## src/rtl/stream_ram_if.sv

```systemverilog
// stream_ram_if: rx/tx valid-ready streams plus status flags of stream_ram
interface stream_ram_if #(parameter int DATA_W = 8);
   logic [DATA_W-1:0] rx_data_i;
   logic              rx_valid_i;
   logic              rx_ready_o;
   logic [DATA_W-1:0] tx_data_o;
   logic              tx_valid_o;
   logic              tx_ready_i;
   logic              busy_o;
   logic              err_o;
   modport master (
      output rx_data_i, rx_valid_i, tx_ready_i,
      input  rx_ready_o, tx_data_o, tx_valid_o, busy_o, err_o
   );
   modport slave (
      input  rx_data_i, rx_valid_i, tx_ready_i,
      output rx_ready_o, tx_data_o, tx_valid_o, busy_o, err_o
   );
endinterface

```

## src/rtl/stream_ram.sv

```systemverilog
// stream_ram: command-driven scratch word memory between a stream source and sink
module stream_ram #(
   parameter int DATA_W = 8,
   parameter int DEPTH  = 16,
   parameter int ADDR_W = $clog2(DEPTH)
) (
   input logic         clk_i,
   input logic         rst_i,
   stream_ram_if.slave s
);
   typedef enum logic [2:0] {S_CLEAR, S_IDLE, S_ADDR, S_WLEN, S_WDATA, S_RLEN, S_RDATA} state_t;
   localparam logic [ADDR_W-1:0] LP_LAST  = ADDR_W'(DEPTH - 1);
   localparam logic [DATA_W:0]   LP_DEPTH = (DATA_W + 1)'(DEPTH);
   state_t            r_state, w_state_nxt, w_op_state;
   logic [DATA_W-1:0] r_mem [DEPTH];
   logic [ADDR_W-1:0] r_ptr, r_addr, w_addr_nxt;
   logic [DATA_W-1:0] r_cnt, r_tx_data;
   logic              r_tx_valid, r_err;
   logic              w_rx_ready, w_rx_fire, w_tx_fire, w_cmd_ok, w_addr_ok, w_len_zero, w_last;
   assign w_rx_fire  = s.rx_valid_i && w_rx_ready;
   assign w_tx_fire  = r_tx_valid && s.tx_ready_i;
   assign w_cmd_ok   = s.rx_data_i[DATA_W-1:2] == '0;
   assign w_addr_ok  = {1'b0, s.rx_data_i} < LP_DEPTH;
   assign w_len_zero = s.rx_data_i == '0;
   assign w_addr_nxt = (r_addr == LP_LAST) ? '0 : r_addr + ADDR_W'(1);
   assign w_op_state = s.rx_data_i[1] ? (s.rx_data_i[0] ? S_RLEN : S_WLEN)
                                      : (s.rx_data_i[0] ? S_ADDR : S_CLEAR);
   // in RDATA r_cnt counts words still to be loaded behind the one on tx
   assign w_last = r_cnt == '0;
   always_ff @(posedge clk_i)
      r_state <= rst_i ? S_CLEAR : w_state_nxt;
   always_comb begin
      w_state_nxt = r_state;
      case (r_state)
         S_CLEAR: w_state_nxt = (r_ptr == LP_LAST) ? S_IDLE : S_CLEAR;
         S_IDLE:  if (w_rx_fire && w_cmd_ok) w_state_nxt = w_op_state;
         S_ADDR:  if (w_rx_fire) w_state_nxt = S_IDLE;
         S_WLEN:  if (w_rx_fire) w_state_nxt = w_len_zero ? S_IDLE : S_WDATA;
         S_WDATA: if (w_rx_fire && r_cnt == DATA_W'(1)) w_state_nxt = S_IDLE;
         S_RLEN:  if (w_rx_fire) w_state_nxt = w_len_zero ? S_IDLE : S_RDATA;
         S_RDATA: if (w_tx_fire && w_last) w_state_nxt = S_IDLE;
         default: w_state_nxt = S_IDLE;
      endcase
   end
   always_comb begin
      w_rx_ready = r_state inside {S_IDLE, S_ADDR, S_WLEN, S_WDATA, S_RLEN};
      s.busy_o   = r_state != S_IDLE;
   end
   assign s.rx_ready_o = w_rx_ready;
   assign s.tx_data_o  = r_tx_data;
   assign s.tx_valid_o = r_tx_valid;
   assign s.err_o      = r_err;
   always_ff @(posedge clk_i) begin
      if (rst_i) begin
         r_ptr      <= '0;
         r_addr     <= '0;
         r_cnt      <= '0;
         r_err      <= 1'b0;
         r_tx_valid <= 1'b0;
         r_tx_data  <= '0;
      end else begin
         case (r_state)
            S_CLEAR: r_ptr <= (r_ptr == LP_LAST) ? '0 : r_ptr + ADDR_W'(1);
            S_IDLE: if (w_rx_fire) begin
               if (!w_cmd_ok) r_err <= 1'b1;
               else if (w_op_state == S_CLEAR) begin
                  r_ptr  <= '0;
                  r_addr <= '0;
               end
            end
            S_ADDR: if (w_rx_fire) begin
               if (w_addr_ok) r_addr <= s.rx_data_i[ADDR_W-1:0];
               else r_err <= 1'b1;
            end
            S_WLEN: if (w_rx_fire) r_cnt <= s.rx_data_i;
            S_WDATA: if (w_rx_fire) begin
               r_addr <= w_addr_nxt;
               r_cnt  <= r_cnt - DATA_W'(1);
            end
            // first word is loaded together with the length so tx is valid next cycle
            S_RLEN: if (w_rx_fire && !w_len_zero) begin
               r_tx_data  <= r_mem[r_addr];
               r_tx_valid <= 1'b1;
               r_addr     <= w_addr_nxt;
               r_cnt      <= s.rx_data_i - DATA_W'(1);
            end
            S_RDATA: if (w_tx_fire) begin
               if (w_last) r_tx_valid <= 1'b0;
               else begin
                  r_tx_data <= r_mem[r_addr];
                  r_addr    <= w_addr_nxt;
                  r_cnt     <= r_cnt - DATA_W'(1);
               end
            end
            default: ;
         endcase
      end
   end
   always_ff @(posedge clk_i)
      if (!rst_i && r_state == S_CLEAR) r_mem[r_ptr] <= '0;
      else if (!rst_i && r_state == S_WDATA && w_rx_fire) r_mem[r_addr] <= s.rx_data_i;
endmodule

```

## src/flat_wrapper.sv

```systemverilog
// flat-port wrapper written by rule: the top's interface ports become plain ports
module stream_ram_flat 
#(
   parameter int DATA_W = 8,
   parameter int DEPTH  = 16,
   parameter int ADDR_W = $clog2(DEPTH)
)
  (clk_i, rst_i, s_rx_data_i, s_rx_valid_i, s_tx_ready_i, s_rx_ready_o, s_tx_data_o, s_tx_valid_o, s_busy_o, s_err_o);
  stream_ram_if #(.DATA_W(DATA_W)) s_i ();
  input logic clk_i;
  input logic rst_i;
  input wire logic [$bits(s_i.rx_data_i)-1:0] s_rx_data_i;
  input wire logic [$bits(s_i.rx_valid_i)-1:0] s_rx_valid_i;
  input wire logic [$bits(s_i.tx_ready_i)-1:0] s_tx_ready_i;
  output wire logic [$bits(s_i.rx_ready_o)-1:0] s_rx_ready_o;
  output wire logic [$bits(s_i.tx_data_o)-1:0] s_tx_data_o;
  output wire logic [$bits(s_i.tx_valid_o)-1:0] s_tx_valid_o;
  output wire logic [$bits(s_i.busy_o)-1:0] s_busy_o;
  output wire logic [$bits(s_i.err_o)-1:0] s_err_o;
  assign s_i.rx_data_i = s_rx_data_i;
  assign s_i.rx_valid_i = s_rx_valid_i;
  assign s_i.tx_ready_i = s_tx_ready_i;
  assign s_rx_ready_o = s_i.rx_ready_o;
  assign s_tx_data_o = s_i.tx_data_o;
  assign s_tx_valid_o = s_i.tx_valid_o;
  assign s_busy_o = s_i.busy_o;
  assign s_err_o = s_i.err_o;
  stream_ram #(.DATA_W(DATA_W), .DEPTH(DEPTH), .ADDR_W(ADDR_W)) u_core (.clk_i(clk_i), .rst_i(rst_i), .s(s_i));
endmodule
```

## config.mk

```make
export PLATFORM = sky130hd
export DESIGN_NAME = stream_ram_flat
export DESIGN_NICKNAME = d
export VERILOG_FILES = /design/src/rtl/stream_ram_if.sv /design/src/rtl/stream_ram.sv /design/src/flat_wrapper.sv
export SDC_FILE = /design/constraint.sdc
export NUM_CORES = 1
export LEC_CHECK = 0
export ABC_AREA = 1
export CORE_MARGIN = 5
export CORE_UTILIZATION = 56
export DETAILED_ROUTE_END_ITERATION = 10
export PLACE_DENSITY = 0.8
export SYNTH_ARGS = -nofsm -noshare
export SYNTH_HDL_FRONTEND = slang
export SYNTH_SLANG_ARGS = --single-unit
```

## constraint.sdc

```tcl
create_clock -name clk_i -period 2 [get_ports clk_i]
set_input_delay 0.4 -clock clk_i [delete_from_list [all_inputs] [get_ports clk_i]]
set_output_delay 0.4 -clock clk_i [all_outputs]
set_load 0.01 [all_outputs]
```

After elaboration in Yosys (flattened, before gate mapping)
Memories as Yosys holds them, arrays and structs flattened. A register that Yosys moved wholly into a read port is not among the register bits. Cells that the tools add are included.

Memory bits (writable): 128. Word-level logic and storage cells: 125. Register bits: 29. Input port bits: 12. Memories: 1.

Reduce and logical (&&, ||, !) cells: 30. $lt $le $gt $ge: 1. $add $sub $neg: 4. Equality and inequality tests: 27. Mux-type cells: 55.

Memories: u_core.r_mem (words 16, bits a word 8, read ports 1, clocked after memory_dff 1, write ports 1, RTL line stream_ram.sv:15) `logic [DATA_W-1:0] r_mem [DEPTH];`.

Operators with widths (count): 8-bit 2-to-1 mux (9); 4-bit 2-to-1 mux (14); 8-bit case mux with 4 select lines (1); 3-bit 2-to-1 mux (10); 2-bit by 1-bit inequality test with 1-bit output (second input constant) (12); 3-bit case mux with 7 select lines (1); 4-bit case mux with 5 select lines (1); 8-bit logical NOT (2); 8-bit case mux with 2 select lines (1); 8-bit by 1-bit subtractor with 8-bit output (second input constant) (2); 1-bit 2-to-1 mux (14); 4-bit AND reduction (3); 6-bit AND reduction (2); 2-bit inequality test (second input constant) (5); 10-bit AND reduction (1); 5-bit nonzero test (2); 3-bit == test (second input constant) (3); 1-bit logical AND (9); 4-bit by 1-bit adder with 4-bit output (second input constant) (2); 4-bit == test (second input constant) (2); 8-bit by 1-bit == test with 1-bit output (second input constant) (1); 8-bit by 5-bit < comparator with 1-bit output (second input constant) (1); 4-bit case mux with 2 select lines (1); 8-bit OR reduction (1); other kinds (11) (17).

Depth between registers and ports, before layout
Gate-level depths: netlist (run 1).

Word-level depth: 9. Mapped depth: 12. Mapped depth without buffers: 11.

Worst setup path after synthesis (run 1)
No wires, ideal clock.

Kind: register to register. From: reg u_core.r_state[2]. To: mem u_core.r_mem[10][0], enable pin. Arrival time: 1.563 ns. Cell stages (with the launch flop): 9. Library setup time: 0.370 ns. Clock period less this slack: 1.933 ns. Path buffers: 2. Path slack: 0.067 ns. Path through: dfxtp_1 > buf_6 > nand4_4 > buf_6 > nand2_2 > o21ai_2 > clkinv_2 > nand2_2 > nor2_1.

Cells in the longest elaborated chain, start to end: 9. Elaborated cells between the ends (all ways): 19.

Ends and longest elaborated chain: start: declaration (RTL line stream_ram.sv:14) `state_t r_state, w_state_nxt, w_op_state;`; start signal: assignment (RTL line stream_ram.sv:31) `r_state <= rst_i ? S_CLEAR : w_state_nxt;`; 3-bit by 1-bit == test with 1-bit output, or another cell as far along (RTL line stream_ram.sv:46) `w_rx_ready = r_state inside {S_IDLE, S_ADDR, S_WLEN, S_WDATA, S_RLEN};`; 5-bit nonzero test (RTL line stream_ram.sv:46); 1-bit logical AND (RTL line stream_ram.sv:20) `assign w_rx_fire = s.rx_valid_i && w_rx_ready;`; 1-bit logical AND (RTL line stream_ram.sv:101) `else if (!rst_i && r_state == S_WDATA && w_rx_fire) r_mem[r_addr] <= s.rx_data_i;`; 1-bit 2-to-1 mux (RTL line stream_ram.sv:101); 1-bit 2-to-1 mux (RTL line stream_ram.sv:100) `if (!rst_i && r_state == S_CLEAR) r_mem[r_ptr] <= '0;`; 1-bit 2-to-1 mux (implied by the code) (RTL line stream_ram.sv:101); 8-bit OR reduction (no line); 4-bit 2-to-1 mux (no line) / 1-bit 2-to-1 mux (equally long branches); end: declaration (RTL line stream_ram.sv:15).

Several ways; a longest one is shown, not always the timed one.

Worst setup path in the final report (run 1)
From: reg u_core.r_state[1]. To: mem u_core.r_mem[9][4], enable pin.

The elaborated chain is that of the path after synthesis.

==> results of run 1 <==
[cells in the mapped netlist, drive strengths merged]
cell	instances
nand2	315
dfxtp	33
ha	8
nor3b	1
o211ai	8
nand3b	1
a21oi	16
a21boi	2
clkbuf	15
edfxtp	128
nand4	6
o221ai	2
xnor2	1
nand3	106
buf	17
clkinv	1
or2	1
nor3	1
inv	99
a31oi	1
a22oi	3
o22ai	1
o21ai	25
nor2	117
[path summary, 6_finish.rpt]
path / cells past startpoint / end / slack [ns]
worst max-delay path: 8 / u_core.r_mem[9][4] / 0.11
worst min-delay path: 2 / u_core.s.err_o / 0.45
worst max register to register: 8 / u_core.r_mem[9][4] / 0.11
worst min register to register: 2 / u_core.s.err_o / 0.45
[tightest hold or removal path, delay by kind of cell (launching register included)]
family	cells	cell delay (ns)
AO/OA/AOI/OAI	1	0.05
flip-flops	1	0.31
buffers and inverters	1	0.05
[timing repair]
item / in CTS / in global routing
endpoints found under the hold margin: 0 / 0
buffers inserted: 0 / 1
resized for setup: 5 / 3
endpoints found under the setup margin: 2 / 57
[sequential cells by signal, indices dropped and copies added (netlist names), named ones only]
name,flops
u_core.s.tx_valid_o,1
u_core.s.err_o,1
u_core.r_cnt,8
u_core.s.tx_data_o,8
u_core.r_ptr,4
u_core.r_mem,128
u_core.r_addr,4
u_core.r_state,3
[placed cells by master, fill, tap and decap left out, drive strengths merged, types with 2 or more instances in the layout]
| cell type | count |
|---|---|
| inv | 99 |
| clkdlybuf4s50 | 21 |
| a22oi | 3 |
| dfxtp | 33 |
| ha | 8 |
| bufinv | 2 |
| a21boi | 2 |
| nor2 | 117 |
| a21oi | 16 |
| edfxtp | 128 |
| nand4 | 6 |
| nand3 | 106 |
| nand2 | 315 |
| o211ai | 8 |
| buf | 61 |
| o21ai | 25 |
| clkbuf | 20 |
| clkinvlp | 3 |
| o221ai | 2 |
| clkinv | 8 |
[through the flow]
| stage | cell area (sq um) | hold WS, ns | total power [mW] |
|---|---|---|---|
| 6_report | 9274 | 0.4519 | 10.78 |
| 5_1_grt | 9274 | 0.4798 | 11.41 |
| 2_1_floorplan | 7868 | 0.4402 | 6.687 |
| 3_5_place_dp | 8682 | 0.4459 | 7.694 |
| 4_1_cts | 9254 | 0.4553 | 10.77 |
| 3_3_place_gp | 8682 | 0.4396 | 7.610 |
[cell families (layout without fill, tap and decap cells)]
family          count (synthesis)  count (layout)  share of synthesized area
xor+xnor                        1               1                   0.001113
simple gates                  548             548                     0.2982
buf+inv                       132             216                    0.07077
flops                         161             161                     0.5725
fa+ha+maj                       8               8                    0.01272
compound gates                 58              58                    0.04469
[layer usage]
| layer | part of all wire | vias up | global-route usage |
|---|---|---|---|
| met5 | 0 | - | 0 |
| met4 | 0.038 | 0 | 0.1174 |
| met3 | 0.070 | 49 | 0.04815 |
| met2 | 0.51 | 284 | 0.4128 |
| met1 | 0.38 | 2951 | 0.2835 |
| li1 | - | 3095 | - |
[power by group]
part	internal, mW	switching, mW	total [mW]	leakage (nW)
Sequential	3.96	0.236	4.19	1.41
Clock	1.85	1.22	3.07	0.273
Combinational	1.20	2.32	3.52	2.33
[area by class of cell]
class / count / area [sq um] / area share
tap: 180 / 225.2 / 0.02428
clock buffer: 20 / 446.7 / 0.04817
clock inverter: 12 / 116.4 / 0.01255
inverter: 100 / 376.6 / 0.04061
multi-input combinational: 615 / 2821 / 0.3042
timing repair buffer: 84 / 777.0 / 0.08378
sequential: 161 / 4511 / 0.4864
==> impl_summary.txt, run 1 <==
----------------------------------------------------
[Setup path]
  Type of the setup path with the least slack ... reg -> reg
  Arrival time at the worst endpoint ... 2.02 ns
  Kind of launch point of the worst setup path ... flip-flop
  Worst-path cell with the longest stage delay ... sky130_fd_sc_hd__dfxtp_2
  Critical Path, Cell by Cell ... nor2_4 -> nand4_4 -> nand2_1 -> o21ai_1 -> inv_1 -> nand2_1 -> nor2_1 -> buf_4
  Slowest Stage Delay on Critical Path ... ~0.35 ns
  Maximum fanout along the worst path ... 9
  CP Data Required Time ... 2.13 ns
  Crit path buf inv count ... 2
  FF-to-FF Start ... u_core.r_state[1]
  CP most frequent cell ... sky130_fd_sc_hd__nand2_1
  Critical Path Start ... u_core.r_state[1]
  CP endpoint kind ... flip-flop
  Critical path's top delay family ... simple AND/OR/NAND/NOR gates

[Routing]
  Drt drc ... 0
  Number of detailed-routing iterations run before antenna repair ... 5
  Total wire length after detailed routing ... 18.77 mm
  1st-iter DRT viols ... 615
  DRT antenna net count ... 0
  Routed vias ... 6379
  Per-cell via count in the routed design ... approximately 5.4
  Avg WL per Cell ... 16.01 um

[Layout]
  Layout Nets ... ~1000
  Non-filler instance count after layout ... roughly 1200
  Share of the core filled with cells in the final layout ... 0.6707
  Layout filler cell count ... 1032
  Area added between synthesis and finish ... 17.88%
  Final antenna diode count ... 0
  Share of cells above drive strength 1 ... 0.1300

[Global routing]
  Remaining global-route overflow ... 0
  Vias in the first global route ... 6060
  First-pass GRT wire length ... 30.06 mm
  Global-route total usage across every layer ... 0.2383
  Antenna violations before repair ... 0
  Pin count of the biggest net entering global routing ... 58

[Yosys]
  Post-Syn Area ... 7868 sq um
  Distinct cell type count of the synthesized netlist ... 38
  Post-synth top area cell ... sky130_fd_sc_hd__edfxtp_1
  Portion of the post-synthesis area used by sequential elements ... 0.5725
  Yosys Warn Count ... 0
  Mapped Avg Cell Area ... around 8.7 sq um
  Number of register bits inferred by synthesis ... 161
  Share of the synthesized area in the top cell type ... 0.4885
  Leading post-synthesis cells by cell area ... sky130_fd_sc_hd__edfxtp_1 (49%), sky130_fd_sc_hd__nand2_1 (15%), sky130_fd_sc_hd__dfxtp_1 (8.4%)
  Cells after synthesis ... 908
  Post-Syn Nets ... 928

[Clock network]
  Num CTS Buffers ... 17
  Number of buffers added to fix hold violations after cts ... 0
  Depth of the CTS H-tree ... 4
  Clock-pin slew on the worst setup and hold paths ... 0.06 ns
  Clock root cell ... sky130_fd_sc_hd__clkbuf_16
  TritonCTS clock tree ... built
  # clock sinks ... 161
  Clock network latency to the later pin of the worst-skew pair ... 0.42 ns
  Maximum root-to-sink buffer count ... 2

[STA]
  Slew Limit Fails ... 0
  Peak Freq ... 0.5280 GHz
  Min setup slack post-route ... 0.1059 ns
  Share of the clock period used by the worst path ... 0.9470
  Slew of the pin with the lowest slew margin ... between 0.5 and 0.6 ns
  Final setup violation count ... 0
  Post-layout min period ... roughly 1.9 ns
  Max transition margin ... 0.6193
  Final setup skew ... 0.008495 ns
  Setup repair after global routing missed its margin ... true
  Setup tns final ... 0 ns
  Final Hold Viols ... 0

[Place]
  Placed cell count ... 1139
  Routability congestion estimate from global placement ... 0.9287
  Detailed-placement wirelength estimate ... 12.63 mm
  Setup Slack @ Placement ... -0.3266 ns
  Port Buffer Count ... 23

[Die]
  Die height ... ~130 um
  Width of the die ... 128.5 um
  Core area ... 13830 sq um
  Die ar. ... 16520 sq um
  Number of placement rows ... between 40 and 50
  Initial cell density of the core ... 0.5690
  I/O pin cnt ... 24

[Min path]
  Min-delay worst type ... reg -> reg
  Hold Startpoint ... u_core.s.err_o

[Pwr]
  P_leak ... 4.020 nW
  Power density of the placed cells ... between 1000 and 1500 nW/um^2
  Peak ir drop on the vdd network ... 0.7610 mV

[Outcome]
  Run status ... complete, no violations

[Job]
  Max-cap violations ... 0

----------------------------------------------------
Note: power is estimated with default switching activity, not from simulation.
==> run 2: changes to the inputs <==
--- a/config.mk
+++ b/config.mk
@@ -6,7 +6,6 @@
 export NUM_CORES = 1
 export LEC_CHECK = 0
 export ABC_AREA = 1
-export CORE_MARGIN = 5
 export CORE_UTILIZATION = 56
 export DETAILED_ROUTE_END_ITERATION = 10
 export PLACE_DENSITY = 0.8
==> run 2 against run 1 <==
  * Flip-flop and latch count stayed put
  * Power rose by 2.7%
  * Core utilization up 2.4 points
  * Clock power rose by 6%
  * Design area increased by 0.80%
  * Hold slack better by 0.0013 ns
  * Count of clock-buffer cells in the layout is 2 lower
  * Critical path type unchanged
  * Critical endpoint is now u_core.r_mem[15][7]
  * Largest power group unchanged
  * Highest routed layer unchanged
==> impl_summary.txt, run 2 (synthesis gave the netlist of run 1 again) <==
----------------------------------------------------
[Pwr]
  Reg power frac ... 0.380
  Share of power burned in combinational logic ... 0.327
  Relative contribution of the clock network to total power ... 0.294
  P_leak ... 4.070 nW
  Fraction of power spent switching nets ... 0.3583
  Internal power component ... between 7 and 8 mW
  Power density of the placed cells ... between 1000 and 1500 nW/um^2
  Total net switching power ... 3.966 mW
  Peak ir drop on the vdd network ... 0.7664 mV

[Layout]
  Post-route cell area ... between 9000 and 10000 sq um
  Most used cells in the layout excluding fill and tap cells ... sky130_fd_sc_hd__nand2_1 (307), sky130_fd_sc_hd__edfxtp_1 (128), sky130_fd_sc_hd__nor2_1 (108)
  Flip-flop count of the largest register, all copies and words added ... 128
  Largest register by flop count ... u_core.r_mem
  Area added between synthesis and finish ... 18.81%
  Share of cells above drive strength 1 ... 0.1376
  Layout Nets ... 1003
  Most common library cell in the layout ignoring fill and taps ... sky130_fd_sc_hd__nand2_1
  Final antenna diode count ... 0

[Die]
  I/O pin cnt ... 24
  Width of the die ... approximately 120 um
  Die height ... 120.5 um
  Die ar. ... 14530 sq um
  Number of placement rows ... 42
  Core area ... 13450 sq um
  Initial cell density of the core ... 0.5848

[STA]
  Share of the clock period used by the worst path ... 0.9581
  Slew Limit Fails ... 0
  Peak Freq ... ~0.52 GHz
  Max transition margin ... 0.6184
  Final setup skew ... 0.009231 ns
  Minimum hold slack ... 0.4532 ns
  Min setup slack post-route ... 0.08381 ns
  Final Hold Viols ... 0
  Slew of the pin with the lowest slew margin ... 0.5718 ns
  Final setup violation count ... 0
  Setup tns final ... 0 ns
  Post-layout min period ... around 1.9 ns

[Place]
  Port Buffer Count ... 23
  Detailed-placement wirelength estimate ... 12.89 mm
  Routability congestion estimate from global placement ... about 0.85
  Setup Slack @ Placement ... -0.3074 ns
  Post-Place Cell Area ... 8692 sq um

[Clock network]
  # clock sinks ... around 160
  Clock-pin slew on the worst setup and hold paths ... 0.07 ns
  Clock root cell ... sky130_fd_sc_hd__clkbuf_16
  Number of buffers added to fix hold violations after cts ... 0
  Depth of the CTS H-tree ... 4
  Num CTS Buffers ... 17
  Maximum root-to-sink buffer count ... 2
  Clock network latency to the later pin of the worst-skew pair ... 0.43 ns
  TritonCTS clock tree ... built

[Routing]
  Routed vias ... 6518
  Total wire length after detailed routing ... between 15 and 20 mm
  1st-iter DRT viols ... 792
  Avg WL per Cell ... 16.42 um
  Drt drc ... 0
  DRT antenna net count ... 0
  Number of detailed-routing iterations run before antenna repair ... 6
  Per-cell via count in the routed design ... 5.561

[Setup path]
  CP Data Required Time ... 2.13 ns
  Kind of launch point of the worst setup path ... flip-flop
  Arrival time at the worst endpoint ... 2.05 ns
  Maximum fanout along the worst path ... 8
  CP endpoint kind ... flip-flop
  Type of the setup path with the least slack ... reg -> reg

[Global routing]
  Pin count of the biggest net entering global routing ... 45
  Vias in the first global route ... 6208
  Antenna violations before repair ... 0
  First-pass GRT wire length ... 30.26 mm
  Global-route total usage across every layer ... 0.2771
  Remaining global-route overflow ... 0

[Outcome]
  Run status ... complete, no violations

[Job]
  Max-cap violations ... 0

[Min path]
  Min-delay worst type ... reg -> reg

----------------------------------------------------
[run 2: final timing paths]
kind              cells after the start         startpoint                  end  slack, ns
setup reg to reg                      8  u_core.r_state[1]  u_core.r_mem[15][7]       0.08
setup / recovery                      8  u_core.r_state[1]  u_core.r_mem[15][7]       0.08
hold / removal                        2     u_core.s.err_o       u_core.s.err_o       0.45
hold reg to reg                       2     u_core.s.err_o       u_core.s.err_o       0.45
[run 2: what timing repair did]
| item | in CTS | in global routing |
|---|---|---|
| gates resized for setup | 8 | 5 |
| setup endpoints to repair | 10 | 34 |
| cloned | 0 | 1 |
| pin swaps | 0 | 2 |
| setup buffers | 0 | 2 |
[run 2: worst max-delay path: stages (launching register included)]
cell and delay, ns:
sky130_fd_sc_hd__dfxtp_4 0.38, sky130_fd_sc_hd__nor2_4 0.23, sky130_fd_sc_hd__nand4_4 0.18, sky130_fd_sc_hd__nand2_1 0.12, sky130_fd_sc_hd__o21ai_2 0.08, sky130_fd_sc_hd__inv_1 0.09
sky130_fd_sc_hd__nand3_1 0.15, sky130_fd_sc_hd__nor2_1 0.19, sky130_fd_sc_hd__buf_4 0.20
[run 2: cell type report]
cell class                 count  area (sq um)
clock buffer                  18         439.2
clock inverter                14         156.4
fill                         980          4105
inverter                     100         376.6
multi-input combinational    616          2844
sequential                   161          4513
tap                          176         220.2
timing repair buffer          87         798.3
[run 2: per-layer routing]
| metal | wire (um) | vias to the layer above | GRT usage | share of wire |
|---|---|---|---|---|
| met1 | 7710 | 3006 | 0.3417 | 0.40 |
| met5 | 0 | - | 0 | 0 |
| met2 | 9367 | 342 | 0.4562 | 0.49 |
| met4 | 666 | 0 | 0.1644 | 0.035 |
| li1 | - | 3096 | - | - |
| met3 | 1500 | 74 | 0.05000 | 0.078 |
[run 2: through the flow]
| step | total power, mW | util | std cells |
|---|---|---|---|
| after detailed placement | 7.709 | 0.6461 | 1137 |
| after global routing | 11.62 | 0.6948 | 1172 |
| final | 11.07 | 0.6948 | 1172 |
| after global placement | 7.605 | 0.6461 | 1137 |
| after floorplan | 6.687 | - | 908 |
| after CTS | 10.95 | 0.6911 | 1169 |
[run 2: power by group through the flow]
| stage | clock network [mW] | registers (mW) | logic [mW] |
|---|---|---|---|
| floorplan | 0 | 4.18 | 2.50 |
| global placement | 0 | 4.23 | 3.38 |
| detailed placement | 0 | 4.25 | 3.46 |
| CTS | 3.26 | 4.19 | 3.50 |
| global route | 3.39 | 4.24 | 3.99 |
| finish | 3.25 | 4.20 | 3.62 |
==> RTL change 1: new RTL, flow settings as in run 1 <==
`DEPTH` is set to 16 in 2 places; all go to 32.
--- a/src/rtl/stream_ram.sv
+++ b/src/rtl/stream_ram.sv
@@ -2,5 +2,5 @@
 module stream_ram #(
    parameter int DATA_W = 8,
-   parameter int DEPTH  = 16,
+   parameter int DEPTH  = 32,
    parameter int ADDR_W = $clog2(DEPTH)
 ) (
--- a/src/flat_wrapper.sv
+++ b/src/flat_wrapper.sv
@@ -3,5 +3,5 @@
 #(
    parameter int DATA_W = 8,
-   parameter int DEPTH  = 16,
+   parameter int DEPTH  = 32,
    parameter int ADDR_W = $clog2(DEPTH)
 )
Behaviour: no difference found for any inputs over 10 cycles, from zero or initial values and one cycle with rst_i high; that may be too few to reach the edited logic, so the function may still have changed.
==> RTL change 1 against run 1 <==
  * The flow now finishes with violations (negative setup slack)
  * Setup slack worse by 0.30 ns
  * Power is 71% higher
  * Critical path depth is 3 higher
  * Sequential cell count is 131 higher
  * Sequential share of layout area is 3.6 points higher
  * Cell area is 74% higher
  * Synthesized cell count is 54% higher
  * Global-route usage is 1.4 points higher
  * Fmax is 14% lower
  * Cell count is 58% higher
  * Area after synthesis is 69% higher
  * Routed wire length is 85% higher
  * Count of clock-buffer cells in the layout is 20 higher
  * Worst hold slack better by 0.022 ns
==> RTL change 1: results (changes against run 1) <==
Run status
  – Outcome: finished with violations
  – Failing checks: negative setup slack

GRT
  – First-pass GRT wire length: 52.4 mm (+74%)
  – Grt met1 use: 0.324 (+0.0402)
  – Vias in the first global route: 9918 (+64%)
  – Largest net degree at the start of global routing: 61 (+5.2%)
  – Grt met3 use: 0.0349 (-0.0133)
  – Overall routing resource usage: 0.252 (+0.0136)
  – Grt met2 use: 0.436 (+0.0227)

Finish
  – Signal inverters: 138 (+38%)
  – Syn-to-layout area delta: 21.6%
  – Comb_multi_in: 911 (+48%)
  – Max reg flops: 256 (+100%)
  – Clk cell area share: 0.0612 (+0.000517)
  – Fraction of area in multi-input gates: 0.266 (-0.0377)
  – Non-clock buffer share of cell area: 0.0933 (+0.00950)
  – Layout cells sized above 1: 0.166 (+0.0361)
  – Bufs w/o clock: 142 (+69%)
  – Sequential cell area: 8410 sq um (+87%)
  – Clkbuf count: 40 (+100%)
  – Nets@finish: 1535 (+54%)

Place
  – Routability cong.: 0.962 (+3.6%)
  – Final HPWL DP: 21.2 mm (+67%)
  – Placed cell area: 14700 sq um (+70%)

Route
  – Drt first-iter violations: 1114 (+81%)
  – Met1 WL: 12.7 mm (+78%)
  – Vias per inst: 5.66 (+4.0%)
  – DR WL/cell: 18.7 um (+17%)

Timing
  – Setup violations, final: 256 (+256)
  – Final WS setup: -0.191 ns (-0.297 ns)
  – Fin Clk Skew: 0.0212 ns (+0.0127 ns)
  – Max_slew headroom: 0.666 (+0.0463)

Synthesis
  – Post-synth EDFFs: 256 (+100%)
  – Sequential share of the synthesized area: 0.634 (+0.0617)
  – Cell variety after synth: 39 (+2.6%)
  – Synth Net Count: 1422 (+53%)
  – Area contributors post-synth: edfxtp_1 58%, nand2_1 14%, nand3_1 7.2%
  – Yosys reg bits: 292 (+81%)

Clock tree
  – H-tree depth: 1 (-3)
  – Cts repair resizes: 10 (+5)
  – Clk Latency, worst-skew pair: 0.55 ns (+0.13 ns)
  – Clock Path Buffers: 3 (+1)
  – CTS buffer count: 28 (+11)
  – Post-CTS Setup Repair Bufs: 1 (+1)

Power
  – Seq pwr share: 0.394 (+0.005)
  – Clk pwr share: 0.304 (+0.020)
  – Psw: 6.00 mW (+59%)

Worst setup path
  – Worst-path fanout max: 8 (-1)
==> RTL change 1: changes by cell type after synthesis, sizes merged, moves of 3 or more <==
cell	before	now
nand2	315	491
edfxtp	128	256
nand3	106	198
inv	99	137
clkbuf	15	32
a21oi	16	27
buf	17	28
o21ai	25	35
nor2	117	123
o211ai	8	4
o22ai	1	5
dfxtp	33	36
==> RTL change 1: final timing paths <==
kind,start,slack (ns),endpoint,cells after the start
worst max-delay path,u_core.r_state[1],-0.19,u_core.r_mem[5][3],11
worst min-delay path,u_core.s.tx_data_o[7],0.47,u_core.s.tx_data_o[7],2
worst max register to register,u_core.r_state[1],-0.19,u_core.r_mem[5][3],11
worst min register to register,u_core.s.tx_data_o[7],0.47,u_core.s.tx_data_o[7],2
==> RTL change 1: worst max-delay path, stage by stage, from the launching register on <==
cell and delay [ns]:
dfxtp_2 0.32, inv_2 0.07, nand2_4 0.06, nor2_4 0.21, nand3_4 0.18, buf_6 0.18
o21ai_4 0.20, inv_2 0.10, nor2_4 0.12, nand2_2 0.12, nor2_2 0.16, buf_6 0.16
==> RTL change 1: logic make-up (layout without fill, tap and decap cells) <==
kind of cell    Yosys count  count (layout)  synth area share
flops                   292             292             0.634
simple gates            823             824             0.262
buf+inv                 198             332            0.0605
xor+xnor                  2               2           0.00132
fa+ha+maj                10              10           0.00944
compound gates           75              75            0.0325
==> RTL change 1: stage by stage <==
stage	setup slack, ns	TNS [ns]	hold WS [ns]	std cells
floorplan	-0.149	-53.33	0.454	1400
global placement	-0.458	-101.00	0.456	1791
detailed placement	-0.525	-123.67	0.464	1791
CTS	-0.0869	-11.99	0.476	1845
global route	-0.271	-52.26	0.509	1854
finish	-0.191	-32.88	0.474	1854
==> RTL change 2: new RTL, flow settings as in run 1 <==
Without the edit above. Make the reset (`rst_i`) asynchronous in one clocked block.
--- a/src/rtl/stream_ram.sv
+++ b/src/rtl/stream_ram.sv
@@ -51,5 +51,5 @@
    assign s.tx_valid_o = r_tx_valid;
    assign s.err_o      = r_err;
-   always_ff @(posedge clk_i) begin
+   always_ff @(posedge clk_i or posedge rst_i) begin
       if (rst_i) begin
          r_ptr      <= '0;
Behaviour: no difference found for any inputs over 10 cycles, from zero or initial values and one cycle with rst_i high; that may be too few to reach the edited logic, so the function may still have changed.
==> RTL change 2 against run 1 <==
  * Routed wire length rose by 0.78%
  * Cell area fell by 0.77%
  * First-iteration DRC count rose by 9.8%
  * Die area fell by 4.4%
  * Power rose by 11%
  * Utilization rose by 2.7 points
  * Setup slack got worse by 0.053 ns
  * Critical path depth fell by 1
  * Sequential cell count fell by 4
  * Count of clock-buffer cells in the layout rose by 1
  * Clock skew fell by 0.00076 ns
  * Area after synthesis fell by 4.8%
  * Non-clock buffer count rose by 6
==> RTL change 2: results (changes against run 1) <==
Synthesis
  – Cell variety after synth: 39 (+2.6%)
  – Cells after Synth: 763 (-16%)
  – Post-synthesis xor/xnor area fraction: 0.00234 (+0.00122)
  – Sequential share of the synthesized area: 0.608 (+0.0354)
  – Synth Area in Adders: 0.0134 (+0.000637)
  – Asr flop ratio synth: 0.166 (+0.166)
  – Top post-synthesis cells by count: 129 x nand2_1, 128 x edfxtp_1, 128 x nor2_1
  – Synth Net Count: 783 (-16%)
  – Area contributors post-synth: edfxtp_1 51%, dfrtp_1 8.7%, nand2_1 6.5%
  – Post-synthesis compound-gate area fraction: 0.104 (+0.0590)

Route
  – First drt pass iteration count: 6 (+1)
  – Drt first-iter violations: 675 (+9.8%)
  – Met1 WL: 7.00 mm (-2.2%)
  – Routed wire length on met2: 9.94 mm (+3.7%)
  – Total Wirelength: 18.9 mm (+0.78%)
  – Met3 WL post-DR: 1.39 mm (+5.5%)
  – Vias per inst: 5.79 (+6.4%)
  – DR WL/cell: 18.3 um (+15%)

Finish
  – Nets@finish: 862 (-14%)
  – # fillers: 901 (-13%)
  – Max reg flops: 128 (unchanged)
  – Layout cells sized above 1: 0.202 (+0.0723)

Place
  – Final HPWL DP: 13.1 mm (+3.7%)
  – Placed cell area: 8540 sq um (-1.7%)
  – Placed Cells: 998 (-12%)
  – Routability cong.: 0.939 (+1.1%)

Timing
  – Max_slew headroom: 0.733 (+0.114)
  – Fin Clk Skew: 0.00773 ns (-0.000760 ns)

GRT
  – Vias in the first global route: 5955 (-1.7%)
  – Largest net degree at the start of global routing: 42 (-28%)
  – Grt met3 use: 0.0546 (+0.00646)
  – Overall routing resource usage: 0.241 (+0.00265)
  – First-pass GRT wire length: 29.9 mm (-0.53%)
  – Grt met2 use: 0.420 (+0.00727)
  – Grt met1 use: 0.288 (+0.00442)

Worst setup path
  – Cell family with most CP delay: simple AND/OR/NAND/NOR gates
  – Max stage delay on crit path: 0.38 ns (+0.03 ns)
  – Slowest-stage cell, CP: dfxtp_4
  – Cells on worst reg2reg path: 7 (-1)
  – WP data arrival: 2.05 ns (+0.03 ns)
  – Worst-path fanout max: 8 (-1)

Run status
  – Outcome: finished, final reports clean

Min path
  – WHS Path Cells: 1 (-1)

Power
  – P_leak: 3.60 nW (-10%)
  – VDD IR max: 805 uV (+5.8%)
[RTL change 2: final cells by class]
type / count / area, sq um / area share
timing repair buffer: 90 / 868 / 0.0944
sequential: 157 / 4560 / 0.496
multi-input combinational: 511 / 2710 / 0.295
inverter: 65 / 250 / 0.0272
clock buffer: 21 / 493 / 0.0536
clock inverter: 11 / 97.6 / 0.0106
tap: 176 / 220 / 0.0239
[RTL change 2: worst paths after layout]
check                                  start                     to  slack [ns]
hold reg to reg               u_core.s.err_o         u_core.s.err_o        0.48
setup / recovery           u_core.r_state[1]     u_core.r_mem[5][2]        0.05
max in group asynchronous              rst_i       u_core.r_addr[0]        1.14
hold / removal                u_core.s.err_o         u_core.s.err_o        0.48
setup reg to reg           u_core.r_state[1]     u_core.r_mem[5][2]        0.05
min in group asynchronous              rst_i  u_core.s.tx_data_o[2]        0.56
[RTL change 2: logic make-up after synthesis]
kind of cell | count (synthesis)
adders and majority gates | 8
DFF | 157
and+or+nand+nor | 365
buffers and inverters | 96
xor gates and xnor gates | 2
AOI/OAI and AO/OA | 135
[RTL change 2: where the power goes]
group / internal [mW] / switching, mW
logic: 1.60 / 2.90
registers: 4.01 / 0.287
clock network: 1.90 / 1.27
total: 7.51 / 4.46
[RTL change 2: metrics by stage]
step                      TNS [ns]  power [mW]   util  worst slack [ns]
final                            0        12.0  0.698            0.0527
after global routing       -0.0973        12.6  0.698          -0.00979
after CTS                        0        11.9  0.693            0.0190
after detailed placement    -39.96        8.68  0.647            -0.347
after global placement      -29.41        8.50  0.647            -0.252
after floorplan              -8.53        7.15      -           -0.0931
[RTL change 2: what timing repair did]
action,in CTS,in global routing
gates resized for setup,8,13
setup endpoints to repair,42,98
pin swaps,0,5
cloned,0,1
setup buffers,0,0
